[src/rtl/mem_arbiter_pkg.sv]
// mem_arbiter_pkg: shared widths, bus types and in-flight response encoding
// for the IF/EX shared-memory arbiter.
package mem_arbiter_pkg;

    localparam int ADDR_W = 16;
    localparam int WORD_W = 32;

    typedef logic [ADDR_W-1:0] addr_t;
    typedef logic [WORD_W-1:0] word_t;

    // In-flight response state: which requester owns the memory reply next cycle.
    localparam logic [1:0] ST_IDLE  = 2'd0;
    localparam logic [1:0] ST_IF_RD = 2'd1;
    localparam logic [1:0] ST_EX_RD = 2'd2;
    localparam logic [1:0] ST_EX_WR = 2'd3;

endpackage

[src/rtl/mem_arbiter_if.sv]
// mem_arbiter_if: request/response bundle for the instruction-fetch port, the
// execute-stage port and the shared single-port memory.
interface mem_arbiter_if;
    import mem_arbiter_pkg::*;

    // instruction fetch
    logic  if_req_i;
    addr_t if_addr_i;
    logic  if_gnt_o;
    logic  if_valid_o;
    word_t if_rdata_o;
    // execute-stage data access
    logic  ex_req_i;
    logic  ex_we_i;
    addr_t ex_addr_i;
    word_t ex_wdata_i;
    logic  ex_gnt_o;
    logic  ex_valid_o;
    word_t ex_rdata_o;
    // shared memory
    addr_t mem_a_o;
    logic  mem_w_o;
    word_t mem_d_o;
    word_t mem_q_i;

    // Requesters and memory model side.
    modport master (
        output if_req_i, if_addr_i,
        input  if_gnt_o, if_valid_o, if_rdata_o,
        output ex_req_i, ex_we_i, ex_addr_i, ex_wdata_i,
        input  ex_gnt_o, ex_valid_o, ex_rdata_o,
        input  mem_a_o, mem_w_o, mem_d_o,
        output mem_q_i
    );

    // Arbiter side.
    modport slave (
        input  if_req_i, if_addr_i,
        output if_gnt_o, if_valid_o, if_rdata_o,
        input  ex_req_i, ex_we_i, ex_addr_i, ex_wdata_i,
        output ex_gnt_o, ex_valid_o, ex_rdata_o,
        output mem_a_o, mem_w_o, mem_d_o,
        input  mem_q_i
    );

endinterface

[src/rtl/arb_starve_ctr.sv]
// arb_starve_ctr: counts consecutive cycles the fetch port was denied and
// flags when the limit is reached. Only built with ARB_STARVE_GUARD_EN.
`ifdef ARB_STARVE_GUARD_EN
module arb_starve_ctr #(
    parameter int STARVE_MAX = 3
) (
    input  logic clk,
    input  logic rst,
    input  logic req,
    input  logic gnt,
    output logic at_max
);

    localparam int CW = (STARVE_MAX < 1) ? 1 : $clog2(STARVE_MAX + 1);
    localparam logic [CW-1:0] C_MAX = CW'(STARVE_MAX);

    logic [CW-1:0] r_cnt;

    // Saturating denial counter; cleared whenever fetch is idle or served.
    always_ff @(posedge clk or negedge rst) begin
        if (!rst) begin
            r_cnt <= {CW{1'b0}};
        end else if (!req || gnt) begin
            r_cnt <= {CW{1'b0}};
        end else if (r_cnt != C_MAX) begin
            r_cnt <= r_cnt + CW'(1);
        end else begin
            r_cnt <= r_cnt;
        end
    end

    assign at_max = (r_cnt == C_MAX);

endmodule
`endif

[src/rtl/mem_arbiter.sv]
// mem_arbiter: two-port (IF/EX) arbiter for a shared single-port memory with
// registered-read timing. EX has priority; with ARB_STARVE_GUARD_EN defined a
// starvation counter forces IF to win after STARVE_MAX consecutive denials.
module mem_arbiter
    import mem_arbiter_pkg::*;
#(
    parameter int STARVE_MAX = 3
) (
    input  logic          clk,
    input  logic          rst,
    mem_arbiter_if.slave  bus
);

    logic       w_if_win;
    logic       w_if_gnt;
    logic       w_ex_gnt;
    logic [1:0] w_state_nxt;
    logic [1:0] r_state;

`ifdef ARB_STARVE_GUARD_EN
    logic w_at_max;

    arb_starve_ctr #(.STARVE_MAX(STARVE_MAX)) u_starve_ctr (
        .clk    (clk),
        .rst    (rst),
        .req    (bus.if_req_i),
        .gnt    (w_if_gnt),
        .at_max (w_at_max)
    );

    assign w_if_win = bus.if_req_i & w_at_max;
`else
    logic w_unused_starve_max;

    assign w_unused_starve_max = (STARVE_MAX > 0);
    assign w_if_win            = 1'b0;
`endif

    // Grant selection: at most one winner, nothing granted while in reset.
    always_comb begin
        w_ex_gnt = 1'b0;
        w_if_gnt = 1'b0;
        if (rst) begin
            w_ex_gnt = bus.ex_req_i & ~w_if_win;
            w_if_gnt = bus.if_req_i & ~w_ex_gnt;
        end else begin
            w_ex_gnt = 1'b0;
            w_if_gnt = 1'b0;
        end
    end

    // Next in-flight state follows the grant made this cycle.
    always_comb begin
        w_state_nxt = ST_IDLE;
        if (w_ex_gnt) begin
            w_state_nxt = bus.ex_we_i ? ST_EX_WR : ST_EX_RD;
        end else if (w_if_gnt) begin
            w_state_nxt = ST_IF_RD;
        end else begin
            w_state_nxt = ST_IDLE;
        end
    end

    // In-flight register; reset drops any pending response.
    always_ff @(posedge clk or negedge rst) begin
        if (!rst) begin
            r_state <= ST_IDLE;
        end else begin
            r_state <= w_state_nxt;
        end
    end

    // Memory request drive; idle address parks on the fetch address.
    always_comb begin
        bus.mem_a_o = {ADDR_W{1'b0}};
        bus.mem_w_o = 1'b0;
        bus.mem_d_o = {WORD_W{1'b0}};
        if (rst) begin
            bus.mem_a_o = w_ex_gnt ? bus.ex_addr_i : bus.if_addr_i;
            bus.mem_w_o = w_ex_gnt & bus.ex_we_i;
            bus.mem_d_o = bus.ex_wdata_i;
        end else begin
            bus.mem_a_o = {ADDR_W{1'b0}};
            bus.mem_w_o = 1'b0;
            bus.mem_d_o = {WORD_W{1'b0}};
        end
    end

    assign bus.if_gnt_o   = w_if_gnt;
    assign bus.ex_gnt_o   = w_ex_gnt;
    assign bus.if_valid_o = (r_state == ST_IF_RD);
    assign bus.ex_valid_o = (r_state == ST_EX_RD) || (r_state == ST_EX_WR);
    assign bus.if_rdata_o = (r_state == ST_IF_RD) ? bus.mem_q_i : {WORD_W{1'b0}};
    assign bus.ex_rdata_o = (r_state == ST_EX_RD) ? bus.mem_q_i : {WORD_W{1'b0}};

endmodule

[src/flat_wrapper.sv]
// flat-port wrapper written by rule: the top's interface ports become plain ports
module mem_arbiter_flat import mem_arbiter_pkg::*;
#(
    parameter int STARVE_MAX = 3
)
  (clk, rst, bus_if_req_i, bus_if_addr_i, bus_if_gnt_o, bus_if_valid_o, bus_if_rdata_o, bus_ex_req_i, bus_ex_we_i, bus_ex_addr_i, bus_ex_wdata_i, bus_ex_gnt_o, bus_ex_valid_o, bus_ex_rdata_o, bus_mem_a_o, bus_mem_w_o, bus_mem_d_o, bus_mem_q_i);
  mem_arbiter_if bus_i ();
  input  logic clk;
  input  logic rst;
  input wire logic [$bits(bus_i.if_req_i)-1:0] bus_if_req_i;
  input wire logic [$bits(bus_i.if_addr_i)-1:0] bus_if_addr_i;
  output wire logic [$bits(bus_i.if_gnt_o)-1:0] bus_if_gnt_o;
  output wire logic [$bits(bus_i.if_valid_o)-1:0] bus_if_valid_o;
  output wire logic [$bits(bus_i.if_rdata_o)-1:0] bus_if_rdata_o;
  input wire logic [$bits(bus_i.ex_req_i)-1:0] bus_ex_req_i;
  input wire logic [$bits(bus_i.ex_we_i)-1:0] bus_ex_we_i;
  input wire logic [$bits(bus_i.ex_addr_i)-1:0] bus_ex_addr_i;
  input wire logic [$bits(bus_i.ex_wdata_i)-1:0] bus_ex_wdata_i;
  output wire logic [$bits(bus_i.ex_gnt_o)-1:0] bus_ex_gnt_o;
  output wire logic [$bits(bus_i.ex_valid_o)-1:0] bus_ex_valid_o;
  output wire logic [$bits(bus_i.ex_rdata_o)-1:0] bus_ex_rdata_o;
  output wire logic [$bits(bus_i.mem_a_o)-1:0] bus_mem_a_o;
  output wire logic [$bits(bus_i.mem_w_o)-1:0] bus_mem_w_o;
  output wire logic [$bits(bus_i.mem_d_o)-1:0] bus_mem_d_o;
  input wire logic [$bits(bus_i.mem_q_i)-1:0] bus_mem_q_i;
  assign bus_i.if_req_i = bus_if_req_i;
  assign bus_i.if_addr_i = bus_if_addr_i;
  assign bus_if_gnt_o = bus_i.if_gnt_o;
  assign bus_if_valid_o = bus_i.if_valid_o;
  assign bus_if_rdata_o = bus_i.if_rdata_o;
  assign bus_i.ex_req_i = bus_ex_req_i;
  assign bus_i.ex_we_i = bus_ex_we_i;
  assign bus_i.ex_addr_i = bus_ex_addr_i;
  assign bus_i.ex_wdata_i = bus_ex_wdata_i;
  assign bus_ex_gnt_o = bus_i.ex_gnt_o;
  assign bus_ex_valid_o = bus_i.ex_valid_o;
  assign bus_ex_rdata_o = bus_i.ex_rdata_o;
  assign bus_mem_a_o = bus_i.mem_a_o;
  assign bus_mem_w_o = bus_i.mem_w_o;
  assign bus_mem_d_o = bus_i.mem_d_o;
  assign bus_i.mem_q_i = bus_mem_q_i;
  mem_arbiter #(.STARVE_MAX(STARVE_MAX)) u_core (.clk(clk), .rst(rst), .bus(bus_i));
endmodule
[config.mk]
export PLATFORM = sky130hd
export DESIGN_NAME = mem_arbiter_flat
export DESIGN_NICKNAME = d
export VERILOG_FILES = /design/src/rtl/mem_arbiter_pkg.sv /design/src/rtl/mem_arbiter_if.sv /design/src/rtl/arb_starve_ctr.sv /design/src/rtl/mem_arbiter.sv /design/src/flat_wrapper.sv
export SDC_FILE = /design/constraint.sdc
export NUM_CORES = 1
export LEC_CHECK = 0
export BUFFER_PORTS_ARGS = -buffer_cell sky130_fd_sc_hd__buf_2
export CAP_MARGIN = 20
export CORE_AREA = 2 2 84 86
export DETAILED_ROUTE_END_ITERATION = 10
export DIE_AREA = 0 0 86 88
export GPL_TIMING_DRIVEN = 0
export SYNTH_ARGS = -nofsm -noshare
export SYNTH_HDL_FRONTEND = slang
export SYNTH_SLANG_ARGS = --single-unit
[constraint.sdc]
create_clock -name clk -period 1 [get_ports clk]
set_input_delay 0.05 -clock clk [delete_from_list [all_inputs] [get_ports clk]]
set_output_delay 0.05 -clock clk [all_outputs]
set_load 0.01 [all_outputs]
==> results of run 1 <==
-- layout by cell type (no fill, tap or decap) --
cell	n
buf_2	205
and2_1	85
buf_6	18
mux2i_1	17
nor2b_1	17
and2_4	12
clkbuf_1	5
buf_4	4
clkbuf_8	3
dfrtp_1	2
and2b_4	1
nor2b_4	1
clkbuf_2	1
and3_1	1
and3b_1	1
dlygate4sd3_1	1
-- critical path, cell delays in order (launching register included) --
cell and delay, ns:
dfrtp_1 0.38, and2b_4 0.29, buf_6 0.14, and2_4 0.13
buf_2 0.11
-- how the worst min path moves through the flow --
stage	to	slack (ns)	cells past startpoint
global route	u_core.r_state[0]$_DFF_PN0_	0.20	3
detailed placement	u_core.r_state[1]$_DFF_PN0_	-0.10	1
CTS	u_core.r_state[0]$_DFF_PN0_	0.15	3
floorplan	u_core.r_state[0]$_DFF_PN0_	-0.25	0
global placement	u_core.r_state[0]$_DFF_PN0_	-0.11	1
finish	u_core.r_state[0]$_DFF_PN0_	0.15	3
-- cells by family (layout without fill, tap and decap cells) --
family,count (synthesis),count (layout),share of synthesized area
AND/OR/NAND/NOR,118,118,0.7040
buffers and inverters,14,237,0.08844
flip-flops,2,2,0.04717
multiplexers,17,17,0.1604
-- per-layer routing --
metal  part of all wire  track usage
met1               0.35       0.1096
met2               0.53       0.2206
met4             0.0070      0.03463
met3               0.12      0.01320
met5                  0            0
-- per-stage QoR --
stage	TNS (ns)	hold WS (ns)
detailed placement	-6.770	-0.1018
CTS	-19.84	0.1541
global route	-22.36	0.1991
floorplan	0	-0.2456
finish	-18.11	0.1516
global placement	-7.136	-0.1067
-- report_power, final --
group	total (mW)	internal (mW)	switching [mW]
clock	0.313	0.254	0.0585
sequential	0.0903	0.0863	0.00402
combinational	0.901	0.501	0.401
total	1.30	0.841	0.463
-- final cells by class --
type,count,area share
buffer,14,0.04366
clock buffer,3,0.01695
tap,80,0.04109
timing repair buffer,220,0.4869
multi-input combinational,135,0.3909
sequential,2,0.02054
-- repair_timing --
item                                    4_1_cts  5_1_grt
endpoints found under the setup margin       65       74
gates cloned                                  1        0
hold buffers                                  1        0
resized for setup                            11       19
pin swaps                                    10        0
buffers inserted                              1        1
hold endpoints to repair                      2        0
==> run metrics, run 1 <==
Worst-path clk slew 0.03 ns; CP endpoint bus_if_rdata_o[17]; Main synth FF type dfrtp_1; Post-DP Area 0.002242 mm²; fin area 0.002436 mm²; largest net degree at the start of global routing 11; fmax 0.7641 GHz; mapped cell area 0.001061 mm²; CTS tree yes; most frequent cell after synthesis and2_1; Post-DRT Antenna Nets 0; Ys Warns 0; Power Total 1.304 mW; Setup violations, final 65; core area 0.006644 mm²; CP max FO 10; area of the die 0.007568 mm²; I/O pin cnt 218; pins over their slew limit 0; Final Cycle Share 1.309; vias in the first global route 1,559; Filler Cell Count 709; post-synth top area cell and2_1; total gr overflow 0; share of cells above drive strength 1 0.6551; biggest regs u_core.r_state: 2 flops; Post-Layout Cell Count 454; chip height 88 µm; Seq cells post-synth 2; Fin. Hold Viols 0; pwr/cell area 535.3 mW/mm²; Most flops, register u_core.r_state; Largest register FFs 2; critical path launch point u_core.r_state[1]$_DFF_PN0_; Setup WS pre-CTS -0.1359 ns; initial antenna violation count 0; outcome complete, but fails checks; synth cell count leaders and2_1, mux2i_1, nor2b_1; Worst Max-Slew Pin Slew 0.2819 ns; Vias 1,786; Total Wirelength 4834 µm; syn_nets 252; via density per instance 3.934; multi-input combinational cell area 952.2 µm²; Site Rows 30; top cells by area, synth and2_1, mux2i_1, nor2b_1; peak supply drop 0.0001962 V; die width 86 µm; clk root buf clkbuf_8; TritonCTS buffer count 3; post-DP HPWL 4155 µm; post-synthesis average cell area 7.027 µm²; PortBufs 216; failing checks negative setup slack; Worst Hold Class input pin to register; Initial DRC Count 16; placed cell count 447; Initial Util 0.1597; sequential area share after synthesis 0.04717; global-route wire length before repair 6686 µm; Setup crit start kind register; crit end category output port; synthesized instance count 151; gpl congestion 0.7497; Ant. Diodes 0; post-synth top area share 0.5719; asr flop ratio synth 1.000; CP required 0.95 ns; critical path class register to output port; DRC viols 0; Seq. cell area 50.05 µm²; number of flops mapped to enable cells by yosys 0; worst hold start bus_if_req_i; # clock sinks 2; final worst slack -0.3088 ns; H-tree levels 1; leakage power 1.566 nW; final core utilization 0.3667; Nets 477; Worst EP arrival 1.26 ns; DRT Pass-1 Iters 3; max_slew headroom 0.8121; Synth cell types 11; Area Growth Syn to Fin 129.6%; aggregate global-route resource usage 0.1069; routed length per placed instance 10.65 µm; clk buf depth 2; max cap viols 0; minimum clock period 1.309 ns; RSZ-0062 raised after global routing true
Note: power is estimated with default switching activity, not from simulation.
==> run 2, diff against run 1 <==
--- a/config.mk
+++ b/config.mk
@@ -7,10 +7,13 @@
 export LEC_CHECK = 0
 export BUFFER_PORTS_ARGS = -buffer_cell sky130_fd_sc_hd__buf_2
 export CAP_MARGIN = 20
-export CORE_AREA = 2 2 84 86
+export CELL_PAD_IN_SITES_DETAIL_PLACEMENT = 0
+export CELL_PAD_IN_SITES_GLOBAL_PLACEMENT = 2
+export CORE_MARGIN = 4
+export CORE_UTILIZATION = 10
 export DETAILED_ROUTE_END_ITERATION = 10
-export DIE_AREA = 0 0 86 88
 export GPL_TIMING_DRIVEN = 0
+export PLACE_DENSITY_LB_ADDON = 0.1
 export SYNTH_ARGS = -nofsm -noshare
 export SYNTH_HDL_FRONTEND = slang
 export SYNTH_SLANG_ARGS = --single-unit
==> run 2 against run 1 <==
Against the previous run: the run still ends with negative setup slack left; sequential share of layout area decreased by 0.16 points; design area increased by 8.2%; routed wire length up 32%; critical path depth did not move; core utilization fell by 11 points; count of clock-buffer cells in the layout unchanged; combinational power increased by 7.5%; non-clock buffer count increased by 2; total power up 5.4%.
==> run metrics, run 2 (synthesized netlist as in run 1, its figures left out) <==
crit-path cells and2b_4, buf_6, and2_1, buf_2; max_slew headroom 0.8131; Net Switching 490.2 µW; minimum clock period 1.342 ns; share of cells above drive strength 1 0.6782; Final Cycle Share 1.342; hold slack 0.1311 ns; commonest cells after routing, fill and taps aside buf_2, and2_1, buf_6; Total Wirelength 6361 µm; Area Growth Syn to Fin 148.3%; critical path class register to output port; RSZ-0062 raised after global routing true; total gr overflow 0; DRT Pass-1 Iters 3; Worst Hold Class input pin to register; worst hold start bus_if_req_i; Fin. Hold Viols 0; routed length per placed instance 12.42 µm; PortBufs 216; die width 111.0 µm; global-route wire length before repair 9722 µm; Setup violations, final 65; I/O pin cnt 218; Clock Power Share 0.229; Most flops, register u_core.r_state; # clock sinks 2; Filler Cell Count 1,181; CTS tree yes; Initial DRC Count 31; fmax 0.7451 GHz; Largest register FFs 2; area of the die 0.01232 mm²; CP required 0.95 ns; biggest regs u_core.r_state: 2 flops; pwr/cell area 521.7 mW/mm²; leakage power 1.606 nW; Worst Max-Slew Pin Slew 0.2803 ns; Worst-path clk slew 0.03 ns; Comb pwr share 0.705; slowest CP cell dfrtp_1; max cap viols 0; chip height 111.0 µm; Post-DRT Antenna Nets 0; Initial Util 0.1028; H-tree levels 1; Setup WS pre-CTS -0.1870 ns; gpl congestion 0.7582; TritonCTS buffer count 3; Nets 479; peak supply drop 0.0002454 V; via density per instance 3.498; CP endpoint bus_if_rdata_o[3]; Site Rows 37; Setup crit start kind register; DRC viols 0; Worst EP arrival 1.29 ns; largest net degree at the start of global routing 11; outcome complete, but fails checks; CP max FO 10; Vias 1,791; vias in the first global route 1,853; commonest non-fill, non-tap cell in the layout buf_2; failing checks negative setup slack; Sw Ratio 0.3566; Reg power frac 0.066; aggregate global-route resource usage 0.09516; clk root buf clkbuf_8; core area 0.01032 mm²; pins over their slew limit 0; crit end category output port; final worst slack -0.3421 ns; Power Total 1.375 mW; clk buf depth 2; Ant. Diodes 0; max incr delay on CP 0.38 ns; critical path launch point u_core.r_state[1]$_DFF_PN0_; post-DP HPWL 5457 µm; Int Power 884.5 µW; initial antenna violation count 0
## run 2: critical path, delay by kind of cell, from the launching register on
family                 cells  cell delay [ns]
buffers and inverters      2             0.27
AND/OR/NAND/NOR            2             0.43
flip-flops                 1             0.38
## run 2: area by class of cell
| type | count | area [µm²] | area share |
|---|---|---|---|
| Buffer | 14 | 111.4 | 0.04226 |
| Tap cell | 136 | 170.2 | 0.06458 |
| Timing Repair Buffer | 222 | 1292 | 0.4905 |
| Clock buffer | 3 | 41.29 | 0.01567 |
| Sequential cell | 2 | 50.05 | 0.01899 |
| Multi-Input combinational cell | 135 | 969.7 | 0.3680 |
## run 2: metrics by stage
step                utilization  instance area, µm²  setup TNS, ns  cells
detailed placement       0.2240                2312         -9.225    503
CTS                      0.2437                2516         -21.54    511
global route             0.2552                2635         -24.20    512
floorplan                     -                1061              0    151
finish                   0.2552                2635         -19.69    512
global placement         0.2240                2312         -8.368    503
## run 2: worst min-delay path by stage
stage                                        endpoint  slack (ns)  depth (start not counted)
final                     u_core.r_state[0]$_DFF_PN0_        0.13                          3
after global routing      u_core.r_state[0]$_DFF_PN0_        0.16                          3
after CTS                 u_core.r_state[0]$_DFF_PN0_        0.13                          3
after detailed placement  u_core.r_state[1]$_DFF_PN0_       -0.10                          1
after global placement    u_core.r_state[1]$_DFF_PN0_       -0.11                          1
after floorplan           u_core.r_state[0]$_DFF_PN0_       -0.25                          0
## run 2: power groups by stage
stage | sequential [mW] | clock, mW | combinational [mW]
after floorplan | 0.0894 | 0 | 0.406
after global placement | 0.0899 | 0 | 0.878
after detailed placement | 0.0906 | 0 | 0.867
after CTS | 0.0909 | 0.329 | 0.940
after global routing | 0.0918 | 0.334 | 1.07
final | 0.0907 | 0.315 | 0.969
## run 2: timing repair
action	in CTS	in global routing
cloned	2	0
hold buffers	1	0
gates resized for setup	26	28
pin swaps	22	6
endpoints found under the hold margin	2	0
endpoints found under the setup margin	65	84
setup buffers	2	2
## run 2: metal layers
layer  part of all wire  vias up  track usage  wire [µm]
met5                  0        -            0          0
met4              0.011        0      0.01724         68
met3              0.080        6      0.02511        507
met2               0.57       98       0.1889       3630
met1               0.34      779      0.09984       2155
li1                   -      908            -          -
==> run 3, diff against run 2 <==
--- a/config.mk
+++ b/config.mk
@@ -13,6 +13,7 @@
 export CORE_UTILIZATION = 10
 export DETAILED_ROUTE_END_ITERATION = 10
 export GPL_TIMING_DRIVEN = 0
+export MAX_ROUTING_LAYER = met4
 export PLACE_DENSITY_LB_ADDON = 0.1
 export SYNTH_ARGS = -nofsm -noshare
 export SYNTH_HDL_FRONTEND = slang
==> run 3 against run 2 <==
Against the previous run: first-iteration DRC count is 6.5% higher; highest routed layer unchanged; setup slack improved by 0.0033 ns; the flow still finishes with violations (negative setup slack); cell count unchanged; critical path type unchanged.
==> run metrics, run 3 (synthesized netlist as in run 1, its figures left out) <==
outcome complete, but fails checks; failing checks negative setup slack; clk buf depth 2; placed cell count 503; Site Rows 37; gpl congestion 0.7681; Worst EP arrival 1.29 ns; CP required 0.95 ns; Worst Max-Slew Pin Slew 0.2802 ns; pins over their slew limit 0; Worst-path clk slew 0.03 ns; Largest register FFs 2; critical path class register to output port; Vias 1,795; via density per instance 3.506; pwr/cell area 521.8 mW/mm²; Initial DRC Count 33; max cap viols 0; CTS tree yes; largest net degree at the start of global routing 11; Final Cycle Share 1.339; Setup violations, final 65; peak supply drop 0.0002456 V; Setup crit start kind register; die width 111.0 µm; Nets 479; Most flops, register u_core.r_state; CP max FO 10; minimum clock period 1.339 ns; biggest regs u_core.r_state: 2 flops; post-DP HPWL 5457 µm; final worst slack -0.3389 ns; total gr overflow 0; PortBufs 216; commonest non-fill, non-tap cell in the layout buf_2; Area Growth Syn to Fin 148.3%; DRT Pass-1 Iters 3; share of cells above drive strength 1 0.6782; commonest cells after routing, fill and taps aside buf_2, and2_1, buf_6; Post-Layout Cell Count 512; Worst Hold Class input pin to register; routed length per placed instance 12.42 µm; Total Wirelength 6357 µm; crit end category output port; leakage power 1.606 nW; Post-DRT Antenna Nets 0; fmax 0.7469 GHz; max_slew headroom 0.8132; TritonCTS buffer count 3; Ant. Diodes 0; chip height 111.0 µm; DRC viols 0; Initial Util 0.1028; core area 0.01032 mm²; initial antenna violation count 0; # clock sinks 2; global-route wire length before repair 9722 µm; clk root buf clkbuf_8; I/O pin cnt 218; Setup WS pre-CTS -0.1870 ns; aggregate global-route resource usage 0.09782; area of the die 0.01232 mm²; vias in the first global route 1,853; RSZ-0062 raised after global routing true; Fin. Hold Viols 0; H-tree levels 1
run 3: cell counts in the layout (fill, tap and decap cells not counted):
Identical to the previous run, type by type.
run 3: final timing paths:
path	startpoint	endpoint	slack (ns)	cells after the start
setup / recovery	u_core.r_state[1]$_DFF_PN0_	bus_if_rdata_o[3]	-0.34	4
max in group asynchronous	rst	u_core.r_state[0]$_DFF_PN0_	0.56	2
hold / removal	bus_if_req_i	u_core.r_state[0]$_DFF_PN0_	0.14	3
min in group asynchronous	rst	u_core.r_state[1]$_DFF_PN0_	0.30	2
run 3: worst max-delay path: stages (launching register included):
cell and delay (ns):
dfrtp_1 0.38, and2b_4 0.31, buf_6 0.14, and2_1 0.12
buf_2 0.13
run 3: per-layer routing:
metal | part of all wire | GRT usage | vias to the layer above
met3 | 0.070 | 0.01910 | 4
met2 | 0.57 | 0.1897 | 98
li1 | - | - | 909
met5 | 0 | - | -
met4 | 0.0096 | 0.01724 | 0
met1 | 0.35 | 0.1028 | 784
run 3: cell type report:
class                      instances  area, µm²
tap                              136      170.2
sequential                         2      50.05
clock buffer                       3      41.29
buffer                            14      111.4
multi-input combinational        135      969.7
fill                            1181       7689
timing repair buffer             222       1292
run 3: through the flow:
stage | total power [mW] | util | setup TNS (ns) | hold WS, ns | area [µm²]
2_1_floorplan | 0.4953 | - | 0 | -0.2456 | 1061
3_3_place_gp | 0.9683 | 0.2240 | -8.368 | -0.1105 | 2312
3_5_place_dp | 0.9575 | 0.2240 | -9.225 | -0.1048 | 2312
4_1_cts | 1.360 | 0.2437 | -21.54 | 0.1291 | 2516
5_1_grt | 1.492 | 0.2552 | -24.20 | 0.1649 | 2635
6_report | 1.375 | 0.2552 | -19.65 | 0.1387 | 2635
run 3: power breakdown:
| group | switching, mW | internal [mW] |
|---|---|---|
| clock network | 0.0607 | 0.254 |
| logic | 0.425 | 0.544 |
| registers | 0.00449 | 0.0863 |
run 3: what timing repair did:
item | in CTS | in global routing
buffers inserted | 2 | 2
hold buffers | 1 | 0
cloned | 2 | 0
endpoints found under the setup margin | 65 | 84
resized for setup | 26 | 28
pin swaps | 22 | 6
endpoints found under the hold margin | 2 | 0
